$ cat src/rtl/seq_match_logger.sv
// Timestamps each sampled match pulse z, buffers the stamps in a small FIFO
// exposed as a valid/ready stream, and keeps saturating match/drop counters.
module seq_match_logger #(
  parameter int unsigned DEPTH = 8,
  parameter int unsigned TS_W  = 16,
  parameter int unsigned CNT_W = 16
) (
  input  logic                       clk,
  input  logic                       aresetn,
  input  logic                       z,
  input  logic                       clr,
  output logic                       evt_valid,
  input  logic                       evt_ready,
  output logic [TS_W-1:0]            evt_ts,
  output logic [$clog2(DEPTH):0]     level,
  output logic [CNT_W-1:0]           match_cnt,
  output logic [CNT_W-1:0]           drop_cnt,
  output logic                       ovf
);

  localparam int unsigned PW = $clog2(DEPTH);
  localparam int unsigned LW = PW + 1;

  typedef enum logic [1:0] {StEmpty, StPartial, StFull} state_e;

  state_e            state_q, state_d;
  logic [TS_W-1:0]   ts_q;
  logic [PW-1:0]     rd_ptr_q, rd_ptr_d;
  logic [PW-1:0]     wr_ptr_q, wr_ptr_d;
  logic [LW-1:0]     level_q, level_d;
  logic [CNT_W-1:0]  match_cnt_q, match_cnt_d;
  logic [CNT_W-1:0]  drop_cnt_q, drop_cnt_d;
  logic              ovf_q, ovf_d;
  logic [TS_W-1:0]   mem_q [DEPTH];

  logic push, pop, wr_en, drop;

  // clr masks both z and the consumer handshake for its cycle.
  assign push  = z & ~clr;
  assign pop   = (state_q != StEmpty) & evt_ready & ~clr;
  assign wr_en = push & ((state_q != StFull) | pop);
  assign drop  = push & (state_q == StFull) & ~pop;

  always_comb begin
    state_d     = state_q;
    rd_ptr_d    = rd_ptr_q;
    wr_ptr_d    = wr_ptr_q;
    level_d     = level_q;
    match_cnt_d = match_cnt_q;
    drop_cnt_d  = drop_cnt_q;
    ovf_d       = ovf_q;

    if (clr) begin
      state_d     = StEmpty;
      rd_ptr_d    = '0;
      wr_ptr_d    = '0;
      level_d     = '0;
      match_cnt_d = '0;
      drop_cnt_d  = '0;
      ovf_d       = 1'b0;
    end else begin
      if (wr_en) wr_ptr_d = wr_ptr_q + PW'(1);
      if (pop)   rd_ptr_d = rd_ptr_q + PW'(1);
      if (wr_en && !pop)      level_d = level_q + LW'(1);
      else if (pop && !wr_en) level_d = level_q - LW'(1);

      if (push && match_cnt_q != {CNT_W{1'b1}}) match_cnt_d = match_cnt_q + CNT_W'(1);
      if (drop) begin
        ovf_d = 1'b1;
        if (drop_cnt_q != {CNT_W{1'b1}}) drop_cnt_d = drop_cnt_q + CNT_W'(1);
      end

      unique case (state_q)
        StEmpty:   if (wr_en) state_d = StPartial;
        StPartial: begin
          if (level_d == LW'(DEPTH)) state_d = StFull;
          else if (level_d == '0)    state_d = StEmpty;
        end
        StFull:    if (pop && !wr_en) state_d = StPartial;
        default:   state_d = StEmpty;
      endcase
    end
  end

  always_ff @(posedge clk or negedge aresetn) begin
    if (!aresetn) begin
      state_q     <= StEmpty;
      ts_q        <= '0;
      rd_ptr_q    <= '0;
      wr_ptr_q    <= '0;
      level_q     <= '0;
      match_cnt_q <= '0;
      drop_cnt_q  <= '0;
      ovf_q       <= 1'b0;
    end else begin
      state_q     <= state_d;
      ts_q        <= ts_q + TS_W'(1);
      rd_ptr_q    <= rd_ptr_d;
      wr_ptr_q    <= wr_ptr_d;
      level_q     <= level_d;
      match_cnt_q <= match_cnt_d;
      drop_cnt_q  <= drop_cnt_d;
      ovf_q       <= ovf_d;
    end
  end

  // Storage is reset so evt_ts reads zero straight out of reset.
  always_ff @(posedge clk or negedge aresetn) begin
    if (!aresetn) begin
      for (int i = 0; i < DEPTH; i++) mem_q[i] <= '0;
    end else if (wr_en) begin
      mem_q[wr_ptr_q] <= ts_q;
    end
  end

  assign evt_valid = (state_q != StEmpty);
  assign evt_ts    = mem_q[rd_ptr_q];
  assign level     = level_q;
  assign match_cnt = match_cnt_q;
  assign drop_cnt  = drop_cnt_q;
  assign ovf       = ovf_q;

endmodule
$ cat config.mk
export PLATFORM = sky130hd
export DESIGN_NAME = seq_match_logger
export DESIGN_NICKNAME = d
export VERILOG_FILES = /design/src/rtl/seq_match_logger.sv
export SDC_FILE = /design/constraint.sdc
export NUM_CORES = 1
export LEC_CHECK = 0
export ABC_CLOCK_PERIOD_IN_PS = 5300
export BUFFER_PORTS_ARGS = -buffer_cell sky130_fd_sc_hd__buf_4
export CAP_MARGIN = 20
export CORE_MARGIN = 2
export CORE_UTILIZATION = 45
export DETAILED_ROUTE_END_ITERATION = 6
export PLACE_DENSITY = 0.67
export SLEW_MARGIN = 20
export SYNTH_ARGS = -nofsm -noshare
export SYNTH_HDL_FRONTEND = slang
export SYNTH_SLANG_ARGS = --single-unit
$ cat constraint.sdc
create_clock -name clk -period 5.3 [get_ports clk]
set_clock_uncertainty 0.1 [all_clocks]
set_input_delay 1.325 -clock clk [delete_from_list [all_inputs] [get_ports clk]]
set_output_delay 1.325 -clock clk [all_outputs]
set_load 0.02 [all_outputs]
# After elaboration in Yosys (flattened, before gate mapping)
# Cells that the tools add are included.
# op_classes
mux	27
n_eq_ne	9
addsub	7
n_bitwise	11
order_cmp	3
n_reduce_logical	16
# op_table
operator	count
$bwmux 128	1
$mux 16	8
$add 16x1->16 const B	3
$bmux 16 s3	1
$demux 16 s3	1
$ne 16x16->1 const B	2
$mux 4	4
$mux 3	4
$reduce_bool 2->1	6
$mux 2	5
$ge 4x4->1 const B	2
$not 3->4	2
$add 3x1->3 const B	2
$and 1x1->1	6
$pmux 2 s3	1
$add 4x1->4 const B	1
$eq 4x4->1 const B	1
$logic_and 1x1->1	4
$logic_not 4->1	1
$lt 4x1->1 const B	1
$ne 4x4->1 const B	1
$sub 4x1->4 const B	1
$ne 3x2->1 const B	1
$ne 3x3->1 const B	1
10 further kinds	13
# totals
ff_bits	189
output_inout_bits	54
elab_cells	89

# Logic depth before layout (Yosys ltp)
# logic_depth
ltp_word	15
mapped_depth	8
depth_no_buf	7

# Worst setup path before layout
# OpenSTA, ideal clock, no wires.
# synth_path
path_type	register -> output
startpoint	register rd_ptr_q[0]
endpoint	output evt_ts[0]
path_slack_ps	2113
stages_incl_launch_ff	5
arrival_time_ps	1762
path_cell_list	dfrtp_1 > clkbuf_1 > buf_2 > mux4_2 > mux2_2
# synth_between
elab_chain_cells	4
# synth_lines
element	line_no	source
start, declared	28	logic [PW-1:0] rd_ptr_q, rd_ptr_d;
start signal, assigned	98	rd_ptr_q <= rd_ptr_d;
$not 3->4 (implied by the code)	117	assign evt_ts = mem_q[rd_ptr_q];
$bmux 16 s3	117	
$mux 16 (implied by the code) (2 in a row)	117	
end, declared	14	output logic [TS_W-1:0] evt_ts,
# No other way between the ends. The select of a mux whose other input is x is not followed.

# Worst setup path in the final report
# layout_path
startpoint	register rd_ptr_q[1]
endpoint	output evt_ts[6]
# The elaborated chain is that of the path after synthesis.

==> impl_metrics.ini <==
[synthesis]
ys.flop_type = dfrtp_1
synth_area_sq_um = 9010
yosysSeqAreaShare_pct = 52.5
synthArstFlopShare_pct = 100
synthDistinctLibCells = 53
syn_area_per_cell_sq_um = 13.4
syn_nets = 686
synthCells = 674
yosysWarnings = 0
ys_ff_latch = 189
synth_edf_count = 0

[setup_path]
crit_top_cell = buf_4
critPathSlowestCell = dfrtp_1
cp_cell_sequence = buf_4, mux4_2, mux2_2, buf_4
path_delay_family = flip-flops
rr_endpoint = mem_q[125]
reg2reg_depth = 4
cp_num_buf_inv = 2
worstReg2RegStart = state_q[1]
regToRegSetupSlack_ps = 2750
crit_fanout = 19
cp.arrival_ps = 2680
start_kind = register
criticalPathCategory = register to output pin
end_kind = output pin
slowest_delay_ps = 1000
critPathRequiredTime_ps = 3880

[placement]
place_area_sq_um = 9610
io_buffers = 58
dp_hpwl_mm = 11.7
dp_cells = 960
place_ws_ps = 1500
place.gp.congestion = 0.855

[sta]
setup_slack_ps = 1200
tns_ps = 0
setup_viol = 0
relSlewSlack_pct = 28.5
tightest_slew_ps = 1070
min_period_ps = 4100
rsz0062_at_grt = false
post-route-period-util_pct = 77.4
fmax_mhz = 244
maxSlewViolCount = 0
final-hold-violation-count = 0

[die]
die_height_um = 146
pin_count = 59
fp.coreArea_sq_um = 19600
rows = 51
fp.dieW_um = 146
initial_core_util_pct = 46.0
dieArea_sq_um = 21200

[global_route]
track_usage_pct = 18.4
grt_pass1_wl_mm = 31.1
antenna_found_initial = 0
grt_pass1_vias = 5837
grt_overflow = 0
grt_max_degree = 84

[final_layout]
post-route-cell-area_sq_um = 10200
instances_no_fill = 992
n_antenna_cell = 0
drive_above_1_share_pct = 39.9
fin_nets = 726
area_delta_synth_final_pct = 13.0
fillers = 1667

[outcome]
status = completed

[hold_path]
min_path_type = register to register
hold_depth = 1
min_to = mem_q[26]
hp-start = mem_q[26]

[clock_tree]
htreeDepth = 4
cts.sinks = 189
clkTransAtPathRegs_ps = 70
cts_tree = done
cts_root_buffer = clkbuf_16
clkLatencyLatePin_ps = 430
cts_setup_buffers = 0
cts_hold_buf = 0
cts_resized = 0
clockBufferDepth = 2
cts_buffers = 17

[routing]
drtAntennaViolNets = 0
avgViaCountPerCell = 5.61
finalWirelength_mm = 18.6
drc = 0
vias = 5567
drt_pass1_iterations = 4
drt_iter0_markers = 269
wl_per_cell_um = 18.7

[power]
p_sw_share_pct = 24.5
pwr-share-clk_pct = 40.7
peakVddDrop_uv = 213
p_total_uw = 3050
p_seq_share_pct = 50.7
intPower_uw = 2300
p_leak_uw = 0.00461
power.density_nw_per_um2 = 299
combPwrFrac_pct = 8.6
switchingPower_uw = 746

[job]
maxCapViolations = 0
[power groups by stage]
stage                     clock network [uW]  logic [uW]  registers, uW
after global routing                    1330         285           1550
after floorplan                            0         183           1560
after CTS                               1270         268           1550
after global placement                     0         258           1570
final                                   1240         261           1550
after detailed placement                   0         267           1570
[layout make-up]
class / count / area [sq um] / share of cell area, %
Sequential cell: 189 / 4730 / 46.4
Multi-Input combinational cell: 434 / 4030 / 39.5
Timing Repair Buffer: 67 / 507 / 4.97
Clock buffer: 18 / 439 / 4.31
Tap cell: 265 / 332 / 3.26
Clock inverter: 14 / 134 / 1.31
Inverter: 5 / 18.8 / 0.184
[state kept, by name (all words and copies together) (netlist names)]
register	cells
drop_cnt	16
level	4
match_cnt	16
mem_q	128
ovf	1
rd_ptr_q	3
state_q	2
ts_q	16
wr_ptr_q	3
[routing by layer]
metal | share of wire, % | GRT usage [%] | routed length, um
met4 | 0.94 | 5.15 | 175
met1 | 47 | 25.9 | 8800
met2 | 48 | 29.7 | 8960
met5 | 0 | 0 | 0
met3 | 3.5 | 3.32 | 660
[cells in the final DEF, fill, tap and decap left out, types with 11 or more instances in the layout]
| cell type | count |
|---|---|
| xor2_1 | 12 |
| nand3_1 | 19 |
| clkbuf_16 | 17 |
| mux2_2 | 134 |
| nor4_1 | 11 |
| nor3_1 | 17 |
| dfrtp_1 | 188 |
| nand2_1 | 24 |
| nor2_1 | 44 |
| nand4_1 | 14 |
| buf_4 | 66 |
| xnor2_1 | 28 |
| mux4_2 | 32 |
[worst max-delay path by stage]
stage | startpoint | slack [ps] | cells after the start | to
3_5_place_dp | clr | 1500 | 5 | mem_q[125]
3_3_place_gp | clr | 1530 | 6 | mem_q[89]
6_report | rd_ptr_q[1] | 1200 | 4 | evt_ts[6]
4_1_cts | rd_ptr_q[1] | 1190 | 4 | evt_ts[6]
5_1_grt | rd_ptr_q[1] | 1120 | 4 | evt_ts[6]
2_1_floorplan | rd_ptr_q[0] | 2110 | 4 | evt_ts[0]
[synthesized netlist by cell type (9+ instances only)]
library cell,number,area (sq um)
dfrtp_1,189,4730
mux2_2,134,1510
nor2_1,44,165
mux4_2,32,721
xnor2_1,28,245
clkbuf_1,26,97.6
nand2_1,24,90.1
nand3_1,19,95.1
nor3_1,17,85.1
nand4_1,14,87.6
xor2_1,12,105
nor4_1,11,68.8
mux2_4,10,150
or3_1,9,56.3
[per-stage QoR]
stage	hold slack (ps)	utilization [%]
6_report	405	52.0
5_1_grt	411	52.0
4_1_cts	405	52.0
3_5_place_dp	388	49.1
3_3_place_gp	382	49.1
2_1_floorplan	374	-
[cells by family (layout without fill, tap and decap cells)]
group,count (synthesis),count (layout),synth area share [%]
flip-flops,189,189,52.5
adder cells (fa/ha/maj),7,7,0.972
AND/OR/NAND/NOR,180,180,11.1
AO/OA/AOI/OAI,26,26,1.78
XOR/XNOR,40,40,3.89
multiplexers,181,181,27.0
buffers and inverters,51,104,2.87
[worst reg2reg max path, delay by kind of cell (launching register included)]
kind,cells,cell delay [ps]
DFF,1,430
muxes,1,430
and+or+nand+nor,3,1460
Note: power is estimated with default switching activity, not from simulation.
